--- src/rtl/dca_matrix_row_aligner.sv ---
// Two-stage row aligner: captures a collected AXI row buffer, shifts the matrix row
// down to element 0, and emits it with row index, last-row / done pulses and a sticky error flag.
module dca_matrix_row_aligner #(
    parameter int BW_AXI_DATA      = 32,
    parameter int MAX_NUM_AXI_DATA = 4,
    parameter int BW_ELEMENT       = 8,
    parameter int NUM_ELEMENT      = 4,
    parameter int BW_BITADDR       = 32,
    parameter int BW_ROW_CNT       = 8
) (
    input  logic                                      clk,
    input  logic                                      rst,
    input  logic                                      enable,
    input  logic                                      in_valid,
    output logic                                      in_ready,
    input  logic [BW_AXI_DATA*MAX_NUM_AXI_DATA-1:0]   in_row_buffer,
    input  logic [BW_BITADDR+9:0]                     in_txn_info,
    output logic                                      out_valid,
    input  logic                                      out_ready,
    output logic [NUM_ELEMENT*BW_ELEMENT-1:0]         out_row,
    output logic                                      out_last_row,
    output logic [BW_ROW_CNT-1:0]                     out_row_index,
    output logic                                      matrix_done,
    output logic                                      misalign_error
);

    localparam int BW_ROW_BUF = BW_AXI_DATA * MAX_NUM_AXI_DATA;
    localparam int BW_ROW     = NUM_ELEMENT * BW_ELEMENT;
    localparam int BW_INFO    = BW_BITADDR + 10;
    localparam int BW_OFF     = $clog2(BW_AXI_DATA);
    localparam int ELEM_SH    = $clog2(BW_ELEMENT);
    localparam int BW_BUF_IDX = $clog2(BW_ROW_BUF);
    localparam logic [BW_OFF-1:0] ELEM_MASK = BW_OFF'(BW_ELEMENT - 1);

    // Stage A (capture)
    logic                   a_valid_reg;
    logic [BW_ROW_BUF-1:0]  a_buf_reg;
    logic [BW_INFO-1:0]     a_info_reg;

    // Stage B (output)
    logic                   b_valid_reg;
    logic [BW_ROW-1:0]      b_row_reg;
    logic                   b_last_reg;
    logic [BW_ROW_CNT-1:0]  b_index_reg;
    logic [BW_ROW_CNT-1:0]  row_cnt_reg;
    logic                   done_reg;
    logic                   misalign_reg;

    logic                   a_dummy;
    logic                   a_last;
    logic [7:0]             a_alen;
    logic [BW_OFF-1:0]      off;
    logic [BW_OFF-1:0]      off_elem;
    logic                   off_misaligned;
    logic                   alen_overflow;
    logic [BW_ROW-1:0]      aligned_row;
    logic [BW_BUF_IDX-1:0]  elem_base [NUM_ELEMENT];

    logic                   move;
    logic                   in_accept;
    logic                   out_accept;

    assign a_dummy = a_info_reg[BW_BITADDR+9];
    assign a_last  = a_info_reg[BW_BITADDR+8];
    assign a_alen  = a_info_reg[BW_BITADDR+7 -: 8];
    assign off     = BW_OFF'(a_info_reg[BW_BITADDR-1:0] % BW_BITADDR'(BW_AXI_DATA));

    // Dropping the sub-element bits rounds a misaligned offset down to an element boundary.
    assign off_elem       = off >> ELEM_SH;
    assign off_misaligned = (off & ELEM_MASK) != '0;
    assign alen_overflow  = ({1'b0, a_alen} + 9'd1) > 9'(MAX_NUM_AXI_DATA);

    genvar gi;
    generate
        for (gi = 0; gi < NUM_ELEMENT; gi++) begin : g_elem
            assign elem_base[gi] = BW_BUF_IDX'((int'(off_elem) + gi) * BW_ELEMENT);
            assign aligned_row[gi*BW_ELEMENT +: BW_ELEMENT] = a_buf_reg[elem_base[gi] +: BW_ELEMENT];
        end
    endgenerate

    assign move       = a_valid_reg & (~b_valid_reg | out_ready) & enable;
    assign in_ready   = ~a_valid_reg | move;
    assign in_accept  = in_valid & in_ready & enable;
    assign out_accept = b_valid_reg & out_ready & enable;

    always_ff @(posedge clk) begin
        if (rst) begin
            a_valid_reg  <= 1'b0;
            a_buf_reg    <= '0;
            a_info_reg   <= '0;
            b_valid_reg  <= 1'b0;
            b_row_reg    <= '0;
            b_last_reg   <= 1'b0;
            b_index_reg  <= '0;
            row_cnt_reg  <= '0;
            done_reg     <= 1'b0;
            misalign_reg <= 1'b0;
        end else begin
            // Free-running so the pulse never stretches across a disabled cycle.
            done_reg <= out_accept & b_last_reg;

            if (in_accept) begin
                a_buf_reg  <= in_row_buffer;
                a_info_reg <= in_txn_info;
            end
            if (in_accept) begin
                a_valid_reg <= 1'b1;
            end else if (move) begin
                a_valid_reg <= 1'b0;
            end

            if (move) begin
                b_valid_reg <= 1'b1;
                b_row_reg   <= a_dummy ? '0 : aligned_row;
                b_last_reg  <= a_last;
                b_index_reg <= row_cnt_reg;
                row_cnt_reg <= a_last ? '0 : row_cnt_reg + BW_ROW_CNT'(1);
                if (!a_dummy && (off_misaligned || alen_overflow)) begin
                    misalign_reg <= 1'b1;
                end
            end else if (out_accept) begin
                b_valid_reg <= 1'b0;
            end
        end
    end

    assign out_valid      = b_valid_reg;
    assign out_row        = b_row_reg;
    assign out_last_row   = b_last_reg;
    assign out_row_index  = b_index_reg;
    assign matrix_done    = done_reg;
    assign misalign_error = misalign_reg;

endmodule

--- config.mk ---
export PLATFORM = sky130hd
export DESIGN_NAME = dca_matrix_row_aligner
export DESIGN_NICKNAME = d
export VERILOG_FILES = /design/src/rtl/dca_matrix_row_aligner.sv
export SDC_FILE = /design/constraint.sdc
export NUM_CORES = 1
export LEC_CHECK = 0
export CAP_MARGIN = 0
export CORE_ASPECT_RATIO = 0.5
export CORE_MARGIN = 3
export CORE_UTILIZATION = 33
export CTS_CLUSTER_DIAMETER = 60
export DETAILED_ROUTE_END_ITERATION = 10
export PLACE_DENSITY_LB_ADDON = 0.15
export REMOVE_ABC_BUFFERS = 1
export SETUP_SLACK_MARGIN = 0.2
export SYNTH_ARGS = -nofsm -noshare
export SYNTH_HDL_FRONTEND = slang
export SYNTH_SLANG_ARGS = --single-unit
--- constraint.sdc ---
create_clock -name clk -period 3.8 [get_ports clk]
set_clock_uncertainty 0.15 [all_clocks]
set_input_delay 0.76 -clock clk [delete_from_list [all_inputs] [get_ports clk]]
set_output_delay 0.76 -clock clk [all_outputs]
set_load 0.05 [all_outputs]
Word-level counts from Yosys, hierarchy flattened:

Cells that the tools add are included.

* equal/unequal tests: 0
* shift-type cells: 4
* muxes and demuxes: 6
* multipliers: 0
* bitwise operators: 11
* reduce and logical (&&, ||, !) cells: 7
* add/sub/neg operators: 5
* order comparisons: 1
* div/mod/pow operators: 0

Operator list (count)
* indexed part select 128 x 7 -> 8 bit: 3
* indexed part select 128 x 6 -> 8 bit: 1
* 2-to-1 mux 32 bit: 1
* adder 8 x 1 -> 9 bit (second input constant): 1
* greater-than comparator 9 x 3 -> 1 bit (second input constant): 1
* adder 8 x 1 -> 8 bit (second input constant): 1
* 2-to-1 mux 8 bit: 1
* AND 1 bit: 7
* adder 2 x 2 -> 3 bit (second input constant): 2
* nonzero test 5 bit: 1
* 2-to-1 mux 1 bit: 4
* nonzero test 2 bit: 2
* adder 2 x 1 -> 3 bit (second input constant): 1
* NOT 1 bit: 2
* bitwise OR 1 bit: 2
* AND reduction 2 bit: 1
* logical AND 1 bit: 1
* logical NOT 1 bit: 1
* logical OR 1 bit: 1

* RAM bits: 0
* input port bits: 175
* latch bits: 0
* memories: 0
* register bits after elaboration: 223
* bits in read-only memories: 0

Depth between registers and ports, before layout:

* depth after elaboration: 8
* gate-level depth with buffers: 7

Least setup slack after synthesis:

No wires, ideal clock.

* path type: input-to-output
* start point: in out_ready
* end point: out in_ready
* data required time: 2890 ps
* stages on the path: 5
* buffers on the path: 2
* arrival: 1616 ps
* setup slack: 1274 ps
* path through: nor2b_4 > buf_6 > or2_1 > buf_6 > nand2_1

* word-level cells in the longest chain between the ends: 4

RTL lines
* from (decl): RTL line 19 `input logic out_ready,`
* bitwise OR 1 bit: RTL line 81 `assign move = a_valid_reg & (~b_valid_reg | out_ready) & enable;`
* AND 1 bit (2 in series): RTL line 81
* bitwise OR 1 bit: RTL line 82 `assign in_ready = ~a_valid_reg | move;`
* to (decl): RTL line 15 `output logic in_ready,`

Every way passes these cells.

Worst setup path after layout:

* start point: in enable
* end point: out in_ready

* word-level cells in the longest chain between the ends: 2

RTL lines
* from (decl): RTL line 13 `input logic enable,`
* AND 1 bit: RTL line 81
* bitwise OR 1 bit: RTL line 82

Every way passes these cells.

==> metrics.cfg <==
[yosys]
yosys-top-cells-area = dfxtp_1, mux4_2, nand2_1
synth_simple_gate_area_share_pct = 15.84
ys_warn_count = 0
syn-cell-area_um2 = 4969
ys_async_sr_fraction_pct = 0
synth_cells = 516
ys_seq_elements = 122
ys.flop_type = dfxtp_1
synth.area.mux_share_pct = 14.51
synth.most_common_cell = nand2_1
synth_edf_count = 0
yosys.cell_types.count = 29
synth_common_cells = nand2_1, dfxtp_1, a21oi_1, a22o_1, mux4_2
synth_top_family_by_area = simple AND/OR/NAND/NOR gates
synth-compound-area-share_pct = 14.83
yosysTopAreaCell = dfxtp_1
avgSynthCellArea_um2 = 9.629
synth_top_area_share_pct = 49.16
synth_xor_area_share_pct = 0.8814
synth_fa_ha_area_share_pct = 0.2518
synth-seq-area-share_pct = 49.16

[die]
design.core.area_um2 = 14580
rows = 31
die_w_um = 179.5
ios = 220
initial_core_util_pct = 34.07
die_h_um = 92.77
design.die.area_um2 = 16650

[sta]
tightest_slew_ns = 1.084
rsz0062_at_grt = false
timing.hold.ws_ns = 0.3024
max_freq_mhz = 349.5
fin_setup_tns_ns = 0
post-route-period-util_pct = 75.29
hold_violations = 0
timing.slew.headroom_pct = 27.73
drv_slew = 0
layout_setup_ws_ns = 0.9391
setup_viol = 0
period_needed_ns = 2.861

[layout]
instances_no_fill = 833
layout-area-overhead-vs-synth_pct = 39.31
diodes = 0
fill_cells = 1431
final_layout_size_suffix_gt1_share_pct = 13.39
register_area_um2 = 2445
nNetsFinal = 798
multi_input_area_um2 = 2317
largest_reg_flops = 56

[min_path]
holdPathStages = 2
min-delay-start = out_last_row
holdPathEnd = matrix_done
hp-class = reg2reg

[grt]
grt_pass1_wl_um = 19860
grt_pass1_vias = 3911
grt_max_degree = 40
grt_usage_pct = 14.69
antenna_found_initial = 0
grt_overflow = 0

[placed_design]
preCtsSetupSlack_ns = 0.9265
port_buffers = 118
place_inst = 801
routabilityCongestion = 0.7154
dpl.hpwl_um = 8232

[clock_network]
cts_setup_buffers = 0
cts.reportedPaths.clkPinSlew_ns = 0.05
cts_buffer_depth = 2
cts_sinks = 122
insertion_delay_ns = 0.40
htree_levels = 4
cts_tree = done
root_buffer = clkbuf_16
cts-hold-fix-buffers = 0
cts_inserted_buffers = 17
ctsResizeCount = 0

[drt]
detail-route-antenna-nets = 0
vias_per_cell = 4.750
drt_iter0_drc = 202
drc = 0
totalWireLength_um = 12010
wire_per_inst_um = 14.42
drt-pass1-iter-count = 4
via_count = 3957

[setup_path]
critPathLaunchType = primary input
cp_slowest_cell = clkdlybuf4s50_1
r2r-end = out_row[11]
cp_num_buf_inv = 2
critical_path.cell_chain = clkdlybuf4s50_1 > nand2_2 > or2_1 > nand2_1 > buf_12
crit_family = buffers and inverters
worstPathMaxFanout = 8
r2r-start = a_info_reg[3]
r2r_cells = 2
r2r_setup_slack_ns = 1.68
max_stage_delay_ns = 0.52
cp.arrival_ns = 1.95
crit_path_end_kind = primary output
critPathRequiredTime_ns = 2.89
path_class = in2out

[power]
p_per_area_nw_per_um2 = 472.0
ir_drop_mv = 0.3131
power_mw = 3.267
leakage_nw = 2.415

[flow_run]
maxCapViolCount = 0

[run_status]
status = finished clean

-- routing by layer --
layer / GRT usage (%) / vias to the layer above / wire length, µm
met5: 0 / - / 0
met4: 4.502 / 0 / 77
met3: 2.982 / 7 / 365
met2: 23.52 / 59 / 5539
met1: 20.17 / 1874 / 6027
li1: - / 2017 / -
-- power by group --
part	total [mW]	leakage, nW	switching, mW	internal, mW
registers	1.36	0.992	0.0398	1.32
clock network	1.63	0.285	0.566	1.06
logic	0.276	1.14	0.126	0.150
total	3.27	2.41	0.732	2.53
-- worst register-to-register path, cell delays in order (launching register included) --
cell     delay, ns
dfxtp_2       1.04
mux4_2        0.64
a22o_1        0.19
-- cell type report --
cell class | count | share of cell area [%]
flip-flops and latches | 122 | 35.32
multi-input cells | 350 | 33.48
repair buffers | 130 | 18.84
clock buffers | 21 | 6.652
well taps | 198 | 3.579
clock inverters | 11 | 2.079
inverters | 1 | 0.05423
-- kinds of logic after synthesis --
group                    Yosys count
AO/OA/AOI/OAI                    120
AND/OR/NAND/NOR                  192
adder cells (fa/ha/maj)            1
flip-flops                       122
XOR/XNOR                           5
multiplexers                      32
buffers and inverters             44
-- worst max path at each step --
stage / slack, ns / startpoint / cells past startpoint / endpoint
5_1_grt: 0.84 / enable / 5 / in_ready
4_1_cts: 0.91 / enable / 5 / in_ready
2_1_floorplan: 1.11 / out_valid / 4 / out_row[0]
6_report: 0.94 / enable / 5 / in_ready
3_3_place_gp: 0.91 / enable / 5 / in_ready
3_5_place_dp: 0.93 / enable / 5 / in_ready
-- placed cells by master, fill, tap and decap left out, drive strengths merged --
cell type      count
nand2            166
dfxtp            122
clkdlybuf4s50    116
a21oi             84
a22o              33
mux4              32
clkbuf            21
buf               14
nor2               8
xnor2              5
nor3               5
nand3              4
clkinvlp           4
bufinv             3
clkinv             3
nor4               3
a21o               2
inv                2
nor2b              1
or2                1
nor3b              1
nand3b             1
or3                1
o41ai              1
or3b               1
ha                 1
-- per-stage QoR --
stage	instance area (µm²)	utilization [%]
2_1_floorplan	4747	-
3_3_place_gp	6317	43.32
3_5_place_dp	6317	43.32
4_1_cts	6922	47.46
5_1_grt	6922	47.46
6_report	6922	47.46
Power figures use the tool's default switching activity.
